<file path="src/rtl/fib_report_writer_if.sv">
// Write-only data-memory port of the Fibonacci report writer.
// The writer drives address/data/enable; the memory returns a stall.
interface fib_report_writer_if;
  logic [29:0] mem_addr;
  logic [31:0] mem_wdata;
  logic        mem_wen;
  logic        mem_stall;

  modport master (
    output mem_addr,
    output mem_wdata,
    output mem_wen,
    input  mem_stall
  );

  modport slave (
    input  mem_addr,
    input  mem_wdata,
    input  mem_wen,
    output mem_stall
  );
endinterface

</file>
<file path="src/rtl/fib_report_writer.sv">
// Writes a framed report F(0)..F(N_MAX), F(N_MAX)..F(0) to a memory test port,
// one word per write with GAP idle cycles between writes.
module fib_report_writer #(
  parameter logic [29:0] TEST_PORT    = 30'h0FF,
  parameter logic [31:0] BEGIN_SYMBOL = 32'h00000168,
  parameter logic [31:0] END_SYMBOL   = 32'hFFFFFD5D,
  parameter int          N_MAX        = 20,
  parameter int          GAP          = 1
) (
  input  logic                clk,
  input  logic                rst,
  input  logic                start,
  fib_report_writer_if.master mem,
  output logic                busy,
  output logic                done,
  output logic [6:0]          wr_count
);

  localparam logic [1:0] ST_IDLE  = 2'd0;
  localparam logic [1:0] ST_WRITE = 2'd1;
  localparam logic [1:0] ST_GAP   = 2'd2;
  localparam logic [1:0] ST_DONE  = 2'd3;

  localparam logic [1:0] PH_BEGIN = 2'd0;
  localparam logic [1:0] PH_UP    = 2'd1;
  localparam logic [1:0] PH_DOWN  = 2'd2;
  localparam logic [1:0] PH_END   = 2'd3;

  localparam logic [5:0] IDX_MAX    = 6'(N_MAX);
  localparam logic [3:0] GAP_RELOAD = 4'(GAP - 1);

  function automatic logic [31:0] byte_swap(input logic [31:0] w);
    return {w[7:0], w[15:8], w[23:16], w[31:24]};
  endfunction

  logic [1:0]  state_q, state_d;
  logic [1:0]  phase_q, phase_d;
  logic [5:0]  idx_q, idx_d;
  logic [31:0] cur_q, cur_d;
  logic [31:0] nxt_q, nxt_d;
  logic [3:0]  gap_cnt_q, gap_cnt_d;
  logic [6:0]  wr_count_q, wr_count_d;
  logic [29:0] addr_q, addr_d;
  logic [31:0] wdata_q, wdata_d;
  logic        wen_q, wen_d;
  logic        busy_q, busy_d;
  logic        done_q, done_d;
  logic        accept_s;
  logic [31:0] word_s;

  assign accept_s = (state_q == ST_WRITE) && !mem.mem_stall;

  // Sequencing and Fibonacci datapath; the descending run recovers F(i-1) as F(i+1)-F(i).
  always_comb begin
    state_d    = state_q;
    phase_d    = phase_q;
    idx_d      = idx_q;
    cur_d      = cur_q;
    nxt_d      = nxt_q;
    gap_cnt_d  = gap_cnt_q;
    wr_count_d = wr_count_q;
    case (state_q)
      ST_IDLE, ST_DONE: begin
        if (start) begin
          state_d    = ST_WRITE;
          phase_d    = PH_BEGIN;
          idx_d      = 6'd0;
          cur_d      = 32'd0;
          nxt_d      = 32'd1;
          wr_count_d = 7'd0;
        end else begin
          state_d = state_q;
        end
      end
      ST_WRITE: begin
        if (accept_s) begin
          wr_count_d = (wr_count_q == 7'd127) ? wr_count_q : wr_count_q + 7'd1;
          gap_cnt_d  = GAP_RELOAD;
          state_d    = ST_GAP;
          case (phase_q)
            PH_BEGIN: phase_d = PH_UP;
            PH_UP: begin
              if (idx_q == IDX_MAX) begin
                phase_d = PH_DOWN;
              end else begin
                idx_d = idx_q + 6'd1;
                cur_d = nxt_q;
                nxt_d = cur_q + nxt_q;
              end
            end
            PH_DOWN: begin
              cur_d = nxt_q - cur_q;
              nxt_d = cur_q;
              if (idx_q == 6'd0) begin
                phase_d = PH_END;
              end else begin
                idx_d = idx_q - 6'd1;
              end
            end
            PH_END:  state_d = ST_DONE;
            default: phase_d = PH_BEGIN;
          endcase
        end else begin
          state_d = ST_WRITE;
        end
      end
      ST_GAP: begin
        if (gap_cnt_q == 4'd0) begin
          state_d = ST_WRITE;
        end else begin
          gap_cnt_d = gap_cnt_q - 4'd1;
        end
      end
      default: state_d = ST_IDLE;
    endcase
  end

  // Output values for the next cycle, so every port comes straight from a flop.
  always_comb begin
    case (phase_d)
      PH_BEGIN:       word_s = BEGIN_SYMBOL;
      PH_UP, PH_DOWN: word_s = cur_d;
      PH_END:         word_s = END_SYMBOL;
      default:        word_s = 32'd0;
    endcase
    wen_d = (state_d == ST_WRITE);
    if (wen_d) begin
      addr_d  = TEST_PORT;
      wdata_d = byte_swap(word_s);
    end else begin
      addr_d  = 30'd0;
      wdata_d = 32'd0;
    end
    busy_d = (state_d == ST_WRITE) || (state_d == ST_GAP);
    done_d = (state_d == ST_DONE);
  end

  // State, datapath and output registers.
  always_ff @(posedge clk or negedge rst) begin
    if (!rst) begin
      state_q    <= ST_IDLE;
      phase_q    <= PH_BEGIN;
      idx_q      <= 6'd0;
      cur_q      <= 32'd0;
      nxt_q      <= 32'd1;
      gap_cnt_q  <= 4'd0;
      wr_count_q <= 7'd0;
      addr_q     <= 30'd0;
      wdata_q    <= 32'd0;
      wen_q      <= 1'b0;
      busy_q     <= 1'b0;
      done_q     <= 1'b0;
    end else begin
      state_q    <= state_d;
      phase_q    <= phase_d;
      idx_q      <= idx_d;
      cur_q      <= cur_d;
      nxt_q      <= nxt_d;
      gap_cnt_q  <= gap_cnt_d;
      wr_count_q <= wr_count_d;
      addr_q     <= addr_d;
      wdata_q    <= wdata_d;
      wen_q      <= wen_d;
      busy_q     <= busy_d;
      done_q     <= done_d;
    end
  end

  assign mem.mem_addr  = addr_q;
  assign mem.mem_wdata = wdata_q;
  assign mem.mem_wen   = wen_q;
  assign busy          = busy_q;
  assign done          = done_q;
  assign wr_count      = wr_count_q;

endmodule

</file>
<file path="src/flat_wrapper.sv">
// flat-port wrapper written by rule: the top's interface ports become plain ports
module fib_report_writer_flat 
#(
  parameter logic [29:0] TEST_PORT    = 30'h0FF,
  parameter logic [31:0] BEGIN_SYMBOL = 32'h00000168,
  parameter logic [31:0] END_SYMBOL   = 32'hFFFFFD5D,
  parameter int          N_MAX        = 20,
  parameter int          GAP          = 1
)
  (clk, rst, start, busy, done, wr_count, mem_mem_addr, mem_mem_wdata, mem_mem_wen, mem_mem_stall);
  fib_report_writer_if mem_i ();
  input  logic clk;
  input  logic rst;
  input  logic start;
  output logic busy;
  output logic done;
  output logic [6:0] wr_count;
  output wire logic [$bits(mem_i.mem_addr)-1:0] mem_mem_addr;
  output wire logic [$bits(mem_i.mem_wdata)-1:0] mem_mem_wdata;
  output wire logic [$bits(mem_i.mem_wen)-1:0] mem_mem_wen;
  input wire logic [$bits(mem_i.mem_stall)-1:0] mem_mem_stall;
  assign mem_mem_addr = mem_i.mem_addr;
  assign mem_mem_wdata = mem_i.mem_wdata;
  assign mem_mem_wen = mem_i.mem_wen;
  assign mem_i.mem_stall = mem_mem_stall;
  fib_report_writer #(.TEST_PORT(TEST_PORT), .BEGIN_SYMBOL(BEGIN_SYMBOL), .END_SYMBOL(END_SYMBOL), .N_MAX(N_MAX), .GAP(GAP)) u_core (.clk(clk), .rst(rst), .start(start), .mem(mem_i), .busy(busy), .done(done), .wr_count(wr_count));
endmodule
</file>
<file path="config.mk">
export PLATFORM = sky130hd
export DESIGN_NAME = fib_report_writer_flat
export DESIGN_NICKNAME = d
export VERILOG_FILES = /design/src/rtl/fib_report_writer_if.sv /design/src/rtl/fib_report_writer.sv /design/src/flat_wrapper.sv
export SDC_FILE = /design/constraint.sdc
export NUM_CORES = 1
export LEC_CHECK = 0
export BUFFER_PORTS_ARGS = -buffer_cell sky130_fd_sc_hd__buf_2
export CAP_MARGIN = 10
export CORE_ASPECT_RATIO = 1.4
export CORE_MARGIN = 10
export CORE_UTILIZATION = 56
export CTS_BUF_LIST = sky130_fd_sc_hd__clkbuf_8
export CTS_CLUSTER_SIZE = 10
export DETAILED_ROUTE_END_ITERATION = 7
export MAX_ROUTING_LAYER = met4
export PLACE_DENSITY = 0.75
export SYNTH_ARGS = -nofsm -noshare
export SYNTH_HDL_FRONTEND = slang
export SYNTH_SLANG_ARGS = --single-unit
</file>
<file path="constraint.sdc">
create_clock -name clk -period 4.8 [get_ports clk]
set_clock_uncertainty 0.2 [all_clocks]
set_input_delay 0.24 -clock clk [delete_from_list [all_inputs] [get_ports clk]]
set_output_delay 0.24 -clock clk [all_outputs]
set_load 0.005 [all_outputs]
</file>
==> results of run 1 <==
==> critical path: stages (launching register included) <==
cell and delay, ps:
dfstp_2 560, inv_1 60, ha_1 200, fa_1 390
nand2b_1 200, a21o_1 200, a21oi_1 280, o21ai_2 180
o21a_2 280, o31ai_2 370, o31ai_2 110, xnor2_1 160
a2111oi_0 400, a211oi_1 70
==> cells in the mapped netlist, drive strengths merged, types with 16 or more instances <==
| library cell | number | area [µm²] |
|---|---|---|
| nor2 | 90 | 338 |
| nand3 | 16 | 80.1 |
| nand2 | 124 | 465 |
| o21ai | 90 | 454 |
| o31ai | 18 | 145 |
| a21oi | 83 | 430 |
| a21o | 16 | 120 |
| ha | 81 | 1010 |
| buf | 61 | 375 |
| clkbuf | 26 | 97.6 |
| xnor2 | 45 | 394 |
| inv | 81 | 304 |
| nor3 | 24 | 120 |
| a22oi | 20 | 150 |
| dfrtp | 119 | 2980 |
| a22o | 18 | 158 |
| nand2b | 17 | 106 |
==> layer usage <==
| metal | share of wire | track usage |
|---|---|---|
| met1 | 0.40 | 0.270 |
| met2 | 0.50 | 0.407 |
| met3 | 0.056 | 0.0471 |
| met4 | 0.048 | 0.131 |
| met5 | 0 | - |
==> logic make-up (layout without fill, tap and decap cells) <==
group	after synthesis	in the layout	share of synthesized area
xor+xnor	54	54	0.0500
simple gates	339	339	0.165
mux	14	14	0.0161
flops	120	120	0.318
fa+ha+maj	84	84	0.113
buf+inv	168	183	0.0821
other cells	1	22	0.000396
compound gates	355	355	0.255
==> state kept, by name, summed over array words and instances, names as in the netlist <==
name,flops
u_core.idx_q,6
u_core.mem.mem_wdata,32
u_core.state_q,2
u_core.wr_count,7
u_core.done,1
u_core.busy,1
u_core.phase_q,2
u_core.gap_cnt_q,4
u_core.nxt_q,32
u_core.cur_q,32
u_core.mem.mem_addr,1
==> power by group <==
group,total (W),internal [W],switching (W),leakage (nW)
logic,0.00143,0.000423,0.00101,3.05
clock network,0.000940,0.000513,0.000427,0.217
registers,0.00118,0.00110,0.0000747,1.65
total,0.00355,0.00204,0.00151,4.92
==> layout make-up <==
class,instances,area [µm²],share of cell area
Clock buffer,18,248,0.0245
Tap cell,203,254,0.0251
Sequential cell,120,3000,0.297
Clock inverter,14,143,0.0141
Inverter,81,304,0.0301
Timing Repair Buffer,70,403,0.0398
Multi-Input combinational cell,868,5760,0.569
==> stage by stage <==
stage | hold slack (ps) | utilization
final | 11.0 | 0.607
after global routing | 30.2 | 0.607
after CTS | 4.20 | 0.607
after detailed placement | -92.6 | 0.581
after global placement | -90.0 | 0.581
after floorplan | -256 | -
==> worst max path at each step <==
stage,to,from
finish,u_core.mem.mem_wdata[6],u_core.nxt_q[0]
global route,u_core.mem.mem_wdata[6],u_core.nxt_q[0]
CTS,u_core.mem.mem_wdata[6],u_core.nxt_q[0]
detailed placement,u_core.mem.mem_wdata[6],u_core.nxt_q[0]
global placement,u_core.mem.mem_wdata[6],u_core.nxt_q[0]
floorplan,u_core.mem.mem_wdata[6],u_core.nxt_q[0]
==> out/metrics.csv, run 1 <==
stage;metric;value;unit
power_and_ir_drop;Total Power;0.00355;W
sta;Final Critical Period;3810;ps
global_route;largest net degree at the start of global routing;63;
logic_synthesis;post-synthesis sequential area ratio;0.318;
logic_synthesis;Mapped Area;9460;µm²
detailed_routing;wire length per cell;19.4;µm
clock_network;Reg clk slew, reported paths;70;ps
critical_path;flop2flop setup slack;990;ps
die;Initial Util;0.567;
layout;most common cell after layout, fill and taps aside;nand2_1;
clock_network;Root Driver;clkbuf_8;
sta;maximum clock rate;262;MHz
hold_path;hold path cells;3;
die;FP Rows;56;
sta;Max-Slew Margin vs Limit;0.360;
clock_network;TritonCTS clock tree;done;
logic_synthesis;yosys warns;0;
sta;setup violators final;0;
layout;# nets final;1246;
placed_design;post-detail-place hpwl;19.4;mm
sta;fin crit share;0.794;
clock_network;TritonCTS Sinks;120;
critical_path;Worst setup EP type;flip-flop;
global_route;global route overflow;0;
layout;Fillers;1507;
run;max-cap viol count;0;
logic_synthesis;Synth cell types;79;
logic_synthesis;number of synthesized flops with an enable pin;0;
layout;most frequent cells in the layout;nand2_1 (124), dfrtp_1 (119), nor2_1 (90);
detailed_routing;DR iter-0 viols;636;
detailed_routing;First-pass DRT Iterations;8;
layout;Syn-to-layout area delta;6.93;%
logic_synthesis;Synth Register Bits;120;
critical_path;Setup Crit Path Kind;flip-flop to flip-flop;
hold_path;Hold Crit Endpoint;u_core.idx_q[0];
critical_path;worst r2r src;u_core.nxt_q[0];
die;core area;16700;µm²
detailed_routing;Final ANT Viol Nets;0;
clock_network;H-tree depth;4;
global_route;initial antenna violation count;0;
placed_design;dpl ws;1050;ps
detailed_routing;vias per cell;6.27;
clock_network;post-CTS sizing;0;
clock_network;postcts setup bufs;0;
die;Ports;76;
sta;final hold violation count;0;
logic_synthesis;syn_area_per_cell;8.33;µm²
die;die width;130;µm
global_route;global-route wire length before repair;43.5;mm
layout;share of cells above drive strength 1;0.113;
power_and_ir_drop;PD cells;351;nW/µm²
clock_network;Hold Buf Count CTS;3;
die;Die H;174;µm
placed_design;PortBufs;53;
global_route;vias in the first global route;8583;
placed_design;placed cells;1339;
logic_synthesis;Post-Syn Instances;1135;
logic_synthesis;ys flop type;dfrtp_1;
layout;diode count;0;
detailed_routing;Vias;8614;
critical_path;WP data arrival;3940;ps
sta;max-slew violation count;0;
clock_network;clock latency on the worst-skew pair;460;ps
detailed_routing;drt drc;0;
placed_design;global placer's final weighted congestion;1.00;
sta;setup TNS;0;ps
critical_path;Critical R2R Capture;u_core.mem.mem_wdata[6];
hold_path;worst hold start;mem_mem_stall;
critical_path;crit path launch type;flip-flop;
critical_path;crit-path max FO;5;
sta;fin worst setup slack;990;ps
sta;RSZ-0062 raised after global routing;false;
hold_path;Worst Hold Class;input port to flip-flop;
clock_network;CTS Buf Count;17;
power_and_ir_drop;Pleak;4.92;nW
layout;Final Instance Area;10100;µm²
logic_synthesis;async set or reset register ratio after synthesis;1.00;
outcome;outcome;complete, no violations;
detailed_routing;final WL;26.7;mm
power_and_ir_drop;IR drop worst, VDD;0.404;mV
placed_design;Cell Area, Placed;9690;µm²
sta;Worst Tran Pin Value;958;ps
layout;Final Non-Filler Cells;1374;
clock_network;Clock Tree Buf Depth;2;
die;Die Area;22600;µm²
critical_path;R2R depth;13;
critical_path;Critical Path RT;4930;ps
global_route;GRT Util Overall;0.245;
No activity file was read; power rests on OpenSTA's default activity.
==> inputs of run 2 (changes only) <==
--- a/config.mk
+++ b/config.mk
@@ -5,6 +5,7 @@
 export SDC_FILE = /design/constraint.sdc
 export NUM_CORES = 1
 export LEC_CHECK = 0
+export ABC_AREA = 1
 export BUFFER_PORTS_ARGS = -buffer_cell sky130_fd_sc_hd__buf_2
 export CAP_MARGIN = 10
 export CORE_ASPECT_RATIO = 1.4
@@ -14,7 +15,7 @@
 export CTS_CLUSTER_SIZE = 10
 export DETAILED_ROUTE_END_ITERATION = 7
 export MAX_ROUTING_LAYER = met4
-export PLACE_DENSITY = 0.75
+export PLACE_DENSITY = 0.78
 export SYNTH_ARGS = -nofsm -noshare
 export SYNTH_HDL_FRONTEND = slang
 export SYNTH_SLANG_ARGS = --single-unit
==> constraint.sdc (replaced) <==
create_clock -name clk -period 3.1 [get_ports clk]
set_clock_uncertainty 0.2 [all_clocks]
set_input_delay 0.155 -clock clk [delete_from_list [all_inputs] [get_ports clk]]
set_output_delay 0.155 -clock clk [all_outputs]
set_load 0.005 [all_outputs]
==> out/metrics.csv, run 2 <==
stage;metric;value;unit
clock_network;TritonCTS Sinks;120;
logic_synthesis;cell taking the most area after synthesis;dfrtp_1;
layout;area of the multi-input gates;6370;µm²
global_route;largest net degree at the start of global routing;50;
placed_design;Cell Area, Placed;11400;µm²
critical_path;Worst setup EP type;flip-flop;
clock_network;TritonCTS clock tree;done;
sta;final hold violation count;0;
logic_synthesis;synth top area cells;dfrtp_1 (28%), nand2_1 (20%), ha_1 (9.4%);
clock_network;CTS Buf Count;17;
detailed_routing;met3 wire len;1.98;mm
critical_path;Critical Path RT;3290;ps
critical_path;Setup Crit Path Kind;flip-flop to flip-flop;
clock_network;H-tree depth;4;
sta;Final Critical Period;2920;ps
detailed_routing;Final ANT Viol Nets;0;
sta;Worst Tran Pin Value;756;ps
logic_synthesis;most common cell in the synthesized netlist;nand2_1;
critical_path;crit-path max FO;10;
logic_synthesis;yosys warns;0;
layout;Final Instance Area;11800;µm²
logic_synthesis;syn_area_per_cell;6.34;µm²
logic_synthesis;number of synthesized flops with an enable pin;0;
detailed_routing;wire length per cell;20.0;µm
logic_synthesis;Synth cell types;52;
critical_path;WP data arrival;3120;ps
layout;Fillers;1889;
die;die width;137;µm
run;max-cap viol count;0;
placed_design;placed cells;1989;
logic_synthesis;post-synthesis sequential area ratio;0.278;
die;FP Rows;60;
logic_synthesis;Mapped Area;10800;µm²
logic_synthesis;async set or reset register ratio after synthesis;1.00;
sta;Max-Slew Margin vs Limit;0.496;
clock_network;Reg clk slew, reported paths;90;ps
global_route;initial antenna violation count;0;
die;Die H;184;µm
layout;diode count;0;
placed_design;global placer's final weighted congestion;1.05;
layout;# nets final;1850;
power_and_ir_drop;Pleak;6.80;nW
global_route;GRT Util Overall;0.331;
die;Ports;76;
layout;Final Non-Filler Cells;2023;
placed_design;post-detail-place hpwl;32.0;mm
die;Initial Util;0.566;
logic_synthesis;ys flop type;dfrtp_1;
hold_path;Worst Hold Class;input port to flip-flop;
logic_synthesis;Synth top cells by count;nand2_1 (561), inv_1 (263), a21oi_1 (127);
die;core area;19100;µm²
clock_network;Clock Tree Buf Depth;2;
detailed_routing;First-pass DRT Iterations;6;
global_route;global route overflow;0;
sta;setup TNS;0;ps
detailed_routing;Vias;11300;
global_route;global-route wire length before repair;62.0;mm
global_route;vias in the first global route;11500;
logic_synthesis;Synth Register Bits;120;
layout;most common cell after layout, fill and taps aside;nand2_1;
clock_network;Root Driver;clkbuf_8;
sta;maximum clock rate;342;MHz
clock_network;clock latency on the worst-skew pair;470;ps
placed_design;PortBufs;53;
sta;max-slew violation count;0;
detailed_routing;final WL;40.4;mm
detailed_routing;metal2 WL;20.4;mm
layout;share of cells above drive strength 1;0.105;
logic_synthesis;area share of the largest cell type after synthesis;0.276;
detailed_routing;DRT met1 WL;13.9;mm
detailed_routing;Top Layer Used;met4;
critical_path;crit path launch type;flip-flop;
sta;worst hold slack;37.9;ps
sta;setup violators final;0;
die;Die Area;25300;µm²
outcome;outcome;complete, no violations;
power_and_ir_drop;IR drop worst, VDD;0.534;mV
detailed_routing;drt drc;0;
layout;most frequent cells in the layout;nand2_1 (561), inv_1 (263), a21oi_1 (127);
layout;area occupied by registers;3000;µm²
power_and_ir_drop;PD cells;827;nW/µm²
layout;Syn-to-layout area delta;9.24;%
detailed_routing;vias per cell;5.57;
logic_synthesis;Post-Syn Instances;1701;
sta;fin crit share;0.942;
detailed_routing;DR iter-0 viols;803;
==> run 2: cell count changes in the layout (fill, tap and decap cells not counted), moves of 13 or more <==
| cell | before | now |
|---|---|---|
| a21oi_1 | 81 | 127 |
| a22o_1 | 18 | 1 |
| buf_4 | 15 | 45 |
| inv_1 | 83 | 263 |
| inv_2 | 2 | 15 |
| nand2_1 | 124 | 561 |
| nand2b_1 | 17 | 0 |
| nand3_1 | 16 | 107 |
| nor2_1 | 90 | 125 |
| nor2b_1 | 14 | 0 |
| o31ai_1 | 16 | 1 |
| xnor2_1 | 45 | 3 |
==> run 2: stage by stage <==
stage | utilization | worst slack, ps | power (W)
finish | 0.618 | 179 | 0.00975
global route | 0.618 | -16.4 | 0.0105
CTS | 0.618 | 169 | 0.00958
detailed placement | 0.596 | 55.0 | 0.00803
global placement | 0.596 | 159 | 0.00791
floorplan | - | 22.9 | 0.00606
==> run 2: cell type report <==
type,instances,area share
Multi-Input combinational cell,1243,0.540
Sequential cell,120,0.255
Inverter,279,0.0888
Timing Repair Buffer,101,0.0559
Tap cell,248,0.0263
Clock buffer,17,0.0198
Clock inverter,15,0.0142
==> run 2: path summary, 6_finish.rpt <==
kind                                    start                  endpoint  slack (ps)  depth (start not counted)
max                          u_core.cur_q[12]  u_core.mem.mem_wdata[21]         180                         13
min                                     start         u_core.state_q[0]          40                          5
max reg2reg                  u_core.cur_q[12]  u_core.mem.mem_wdata[21]         180                         13
min reg2reg                u_core.wr_count[6]        u_core.wr_count[6]         330                          2
max in group asynchronous                 rst           u_core.nxt_q[0]        1700                          3
min in group asynchronous                 rst          u_core.nxt_q[26]          70                          2
==> run 2: power by group <==
part           internal (W)  leakage (nW)  switching [W]
sequential          0.00183          1.64       0.000214
combinational       0.00177          4.96        0.00440
clock              0.000733         0.197       0.000800
total               0.00434          6.80        0.00541
==> run 2: what timing repair did <==
item	in CTS	in global routing
hold buffers	1	0
setup buffers	0	1
endpoints found under the hold margin	45	0
setup endpoints to repair	2	21
pin swaps	0	1
resized for setup	1	2
cloned	0	0
==> run 2: worst max-delay path, cell delays in order (launching register included) <==
cell and delay (ps):
dfrtp_1 410, inv_1 100, ha_1 440, nand2_1 140
inv_1 60, nand2_1 90, inv_1 70, a21oi_1 300
nand2_1 250, nand2_1 120, a31oi_1 130, o21ai_0 390
nand2_1 100, nand2_1 70
==> run 2: routing by layer <==
metal / global-route usage / vias up
met4: 0.295 / 0
met2: 0.560 / 485
met1: 0.321 / 5151
li1: - / 5432
met3: 0.0455 / 208
met5: - / -
==> run 2: cells by family (layout without fill, tap and decap cells) <==
logic type,Yosys count,in the layout,share of synthesized area
simple gates,849,849,0.323
buf+inv,359,412,0.141
compound gates,277,277,0.149
flops,120,120,0.278
fa+ha+maj,84,84,0.0995
xor+xnor,11,11,0.00893
other cells,1,22,0.000347
